$ cat src/rtl/alu_vec_arbiter.sv
// Two-client round-robin arbiter and sequencer for the shared vector ALU.
// Operands are registered onto the ALU, the result is captured one cycle later and returned to the owner.
module alu_vec_arbiter #(
    parameter int LANES = 3,
    parameter int WIDTH = 18,
    parameter int OPW   = 3
) (
    input  logic                   clk,
    input  logic                   reset,
    input  logic                   req0_valid,
    input  logic                   req1_valid,
    output logic                   req0_ready,
    output logic                   req1_ready,
    input  logic [LANES*WIDTH-1:0] req0_a,
    input  logic [LANES*WIDTH-1:0] req0_b,
    input  logic [LANES*WIDTH-1:0] req1_a,
    input  logic [LANES*WIDTH-1:0] req1_b,
    input  logic [OPW-1:0]         req0_op,
    input  logic [OPW-1:0]         req1_op,
    output logic [LANES*WIDTH-1:0] alu_a,
    output logic [LANES*WIDTH-1:0] alu_b,
    output logic [OPW-1:0]         alu_op,
    input  logic [LANES*WIDTH-1:0] alu_result,
    input  logic [3:0]             alu_flags,
    output logic                   rsp0_valid,
    output logic                   rsp1_valid,
    input  logic                   rsp0_ready,
    input  logic                   rsp1_ready,
    output logic [LANES*WIDTH-1:0] rsp_result,
    output logic [3:0]             rsp_flags,
    output logic                   busy,
    output logic [15:0]            op_count
);

    localparam logic [1:0] IDLE = 2'd0;
    localparam logic [1:0] EXEC = 2'd1;
    localparam logic [1:0] RESP = 2'd2;

    logic [1:0] state;
    logic       last_grant;
    logic       owner;
    logic       grant_id;
    logic       in_idle;
    logic       accept;
    logic       owner_ready;

    // On a tie the client that did not win last time gets the grant.
    always_comb begin
        grant_id = 1'b0;
        if (req0_valid && req1_valid) begin
            grant_id = ~last_grant;
        end else if (req1_valid) begin
            grant_id = 1'b1;
        end
    end

    // Readies are also gated by reset so nothing looks accepted while reset is held.
    assign in_idle     = (state == IDLE) && reset;
    assign req0_ready  = in_idle && req0_valid && !grant_id;
    assign req1_ready  = in_idle && req1_valid && grant_id;
    assign accept      = in_idle && (req0_valid || req1_valid);
    assign owner_ready = owner ? rsp1_ready : rsp0_ready;

    assign rsp0_valid = (state == RESP) && !owner;
    assign rsp1_valid = (state == RESP) && owner;
    assign busy       = (state != IDLE);

    always_ff @(posedge clk or negedge reset) begin
        if (!reset) begin
            state      <= IDLE;
            last_grant <= 1'b1;
            owner      <= 1'b0;
            alu_a      <= '0;
            alu_b      <= '0;
            alu_op     <= '0;
            rsp_result <= '0;
            rsp_flags  <= '0;
            op_count   <= '0;
        end else begin
            case (state)
                IDLE: begin
                    if (accept) begin
                        alu_a      <= grant_id ? req1_a  : req0_a;
                        alu_b      <= grant_id ? req1_b  : req0_b;
                        alu_op     <= grant_id ? req1_op : req0_op;
                        owner      <= grant_id;
                        last_grant <= grant_id;
                        state      <= EXEC;
                    end
                end
                EXEC: begin
                    rsp_result <= alu_result;
                    rsp_flags  <= alu_flags;
                    state      <= RESP;
                end
                RESP: begin
                    if (owner_ready) begin
                        op_count <= op_count + 16'd1;
                        state    <= IDLE;
                    end
                end
                default: state <= IDLE;
            endcase
        end
    end

endmodule
$ cat config.mk
export PLATFORM = sky130hd
export DESIGN_NAME = alu_vec_arbiter
export DESIGN_NICKNAME = d
export VERILOG_FILES = /design/src/rtl/alu_vec_arbiter.sv
export SDC_FILE = /design/constraint.sdc
export NUM_CORES = 1
export LEC_CHECK = 0
export BUFFER_PORTS_ARGS = -buffer_cell sky130_fd_sc_hd__buf_4
export CELL_PAD_IN_SITES_DETAIL_PLACEMENT = 1
export CELL_PAD_IN_SITES_GLOBAL_PLACEMENT = 1
export CORE_AREA = 2 2 186 188
export CTS_CLUSTER_DIAMETER = 30
export DETAILED_ROUTE_END_ITERATION = 10
export DIE_AREA = 0 0 188 190
export PLACE_DENSITY = 0.61
export SLEW_MARGIN = 10
export SYNTH_ARGS = -nofsm -noshare
export SYNTH_HDL_FRONTEND = slang
export SYNTH_SLANG_ARGS = --single-unit
$ cat constraint.sdc
create_clock -name clk -period 2.5 [get_ports clk]
set_input_delay 0.125 -clock clk [delete_from_list [all_inputs] [get_ports clk]]
set_output_delay 0.125 -clock clk [all_outputs]
set_load 0.02 [all_outputs]
==> results.py <==
metrics = {
    "sta": {
        "finalSetupViolations": 0,
        "fin_setup_tns_ns": 0,
        "slew_headroom_pct": 44.7,
        "final-hold-violation-count": 0,
        "finalCritPeriodShare_pct": 89.4,
        "tightest_slew_ns": 0.830,
        "fmax_mhz": 447,
        "skew_ns": 0.00943,
        "slew_violations": 0,
        "final.setup.worst_slack_ns": 0.265,
        "rsz0062_at_grt": "false",
        "min_period_ns": 2.24,
    },
    "clocking": {
        "cts_buffers": 17,
        "clock_sinks": 189,
        "htree_levels": 4,
        "cts_setup_buffers": 0,
        "cts-root-buf": "clkbuf_16",
        "clk_latency_ns": 0.44,
        "path_clk_slew_ns": 0.08,
        "cts_tree": "built",
        "clock_path_buffers": 2,
    },
    "global_route": {
        "grt_pass1_vias": 8482,
        "grt_overflow": 0,
        "track_usage_pct": 17.2,
        "antenna_found_initial": 2,
        "grt_start_max_net_pins": 115,
        "grt_first_pass_wirelength_um": 47600,
    },
    "place": {
        "dp_cells": 1583,
        "numPortBuffers": 475,
        "gp_congestion": 0.729,
        "dp_slack_ns": 0.567,
        "dp_hpwl_um": 21900,
    },
    "critical_path": {
        "crit_buf_inv": 2,
        "critical-path-top-delay-family": "buffers and inverters",
        "endpoint_kind": "flip-flop",
        "crit_path_start_kind": "flip-flop",
        "critPathRequiredTime_ns": 2.81,
        "cp_max_fo": 77,
        "path_cells": "a21boi_4, buf_12, mux2i_1, dlygate4sd3_1, a21oi_1",
        "critPathSlowestCell": "dlygate4sd3_1",
        "critPathKind": "flip-flop to flip-flop",
        "arrival_ns": 2.55,
        "max_stage_delay_ns": 0.59,
    },
    "synth": {
        "synthArstFlopShare_pct": 100,
        "synth_seq_cells": 189,
        "synth_area_mm2": 0.00843,
        "synthFlopType": "dfrtp_1",
        "synth_nets": 971,
        "synth_edf_count": 0,
        "avgSynthCellArea_um2": 12.3,
        "synth_seq_area_share_pct": 56.1,
        "syn_inst": 684,
        "synth_warnings": 0,
        "synth_cell_types": 34,
    },
    "cells_and_area": {
        "instances_no_fill": 1800,
        "layout.nets": 1617,
        "finish.utilization_pct": 43.9,
        "nFillCells": 3662,
        "syn_to_final_growth_pct": 76.7,
        "final_layout_size_suffix_gt1_share_pct": 47.4,
        "final_cell_mix": "480 x buf_4, 188 x dfrtp_1, 183 x dlygate4sd3_1, 115 x nor2_1, 111 x mux2i_1",
        "final_common_cell": "buf_4",
    },
    "status": {
        "status": "finished, final reports clean",
    },
    "power": {
        "power_density_mw_per_mm2": 1080,
        "leakage_nw": 6.86,
        "ir_worst_vdd_mv": 0.483,
    },
    "floorplan": {
        "ioPinCount": 476,
        "floorplan.initialDensity_pct": 24.8,
        "fp.dieW_um": 188,
        "die-area_mm2": 0.0357,
        "row_count": 68,
        "core-area_mm2": 0.0339,
        "fp.dieH_um": 190,
    },
    "route": {
        "drtIter0Drc": 190,
        "post_drt_wl_per_cell_um": 17.3,
        "drc_errors": 0,
        "drt-total-wl_um": 31200,
        "dr_total_vias": 7716,
        "via_per_inst": 4.29,
        "dr.pass1.iters": 4,
        "final_antenna_net_count": 0,
    },
    "hold_path": {
        "hold_class": "primary input to flip-flop",
    },
    "run": {
        "drv_cap": 0,
    },
}
[path summary, 6_finish.rpt]
| path | slack, ns | from | cells after the start | end |
|---|---|---|---|---|
| worst max-delay path | 0.26 | last_grant | 5 | alu_a[39] |
| worst min-delay path | 0.01 | req1_op[0] | 3 | alu_op[0] |
| worst max register to register | 0.26 | last_grant | 5 | alu_a[39] |
| worst min register to register | 0.48 | op_count[15] | 1 | op_count[15] |
| max in group asynchronous | 1.34 | reset | 3 | alu_a[44] |
| min in group asynchronous | 0.11 | reset | 2 | rsp_result[45] |
[state kept, by name, summed over array words and instances, names as in the netlist]
name / cells
rsp_flags: 4
owner: 1
rsp_result: 54
last_grant: 1
state: 2
op_count: 16
alu_op: 3
alu_a: 54
alu_b: 54
[stage by stage]
step / instance area [um^2] / hold slack (ns) / total power (W)
after floorplan: 8430 / -0.171 / 0.00950
after global placement: 12500 / -0.0128 / 0.0129
after detailed placement: 12500 / -0.0132 / 0.0131
after CTS: 14900 / 0.000187 / 0.0163
after global routing: 14900 / 0.00274 / 0.0171
final: 14900 / 0.0108 / 0.0161
[where the power goes]
group,switching (W),total (W),internal [W]
Clock,0.00130,0.00279,0.00149
Sequential,0.000885,0.00535,0.00447
Combinational,0.00427,0.00795,0.00368
[cell families (layout without fill, tap and decap cells)]
group / Yosys count / in the layout / synth area share, %
flops: 189 / 189 / 56.1
buf+inv: 47 / 706 / 4.10
other cells: 0 / 2 / 0
simple gates: 144 / 144 / 7.56
mux: 171 / 171 / 21.3
compound gates: 117 / 117 / 9.15
fa+ha+maj: 1 / 1 / 0.148
xor+xnor: 15 / 15 / 1.56
[synth_stat cells, types with 2 or more instances]
master / number / share of area (%)
nand2b_1: 2 / 0.15
nand4_1: 5 / 0.37
inv_1: 2 / 0.089
mux2i_1: 111 / 13
a21oi_2: 47 / 4.9
nor4_4: 2 / 0.50
xnor2_1: 11 / 1.1
and3_1: 2 / 0.15
buf_2: 18 / 1.1
mux2_2: 59 / 7.9
xor2_1: 4 / 0.42
buf_4: 14 / 1.2
nor2_1: 115 / 5.1
dfrtp_1: 188 / 56
nand3_1: 5 / 0.30
nand2_1: 6 / 0.27
a21oi_1: 65 / 3.9
buf_6: 12 / 1.6
[worst reg2reg max path: cells and delay by family, from the launching register on]
family	cells	cell delay [ns]
muxes	1	0.41
DFF	1	0.40
buffers and inverters	2	1.01
AOI/OAI and AO/OA	2	0.31
[layer usage]
layer  wire [um]  vias up  GRT usage [%]
li1            -     3657              -
met1       12300     3717           19.5
met2       15900      309           30.5
met3        2380       33           5.85
met4         533        0           5.21
met5           0        -              0
[repair_timing]
item | 4_1_cts | 5_1_grt
hold buffers | 183 | 0
hold endpoints to repair | 256 | 0
resized for setup | 0 | 0
[layout make-up]
type / count / area [um^2] / share of cell area, %
diodes: 2 / 5.00 / 0.0336
clock buffers: 21 / 470 / 3.16
clock inverters: 11 / 126 / 0.849
inverters: 2 / 7.51 / 0.0504
multi-input cells: 448 / 3370 / 22.6
flip-flops and latches: 189 / 4730 / 31.8
well taps: 455 / 569 / 3.82
repair buffers: 672 / 5610 / 37.7
Power figures use the tool's default switching activity.
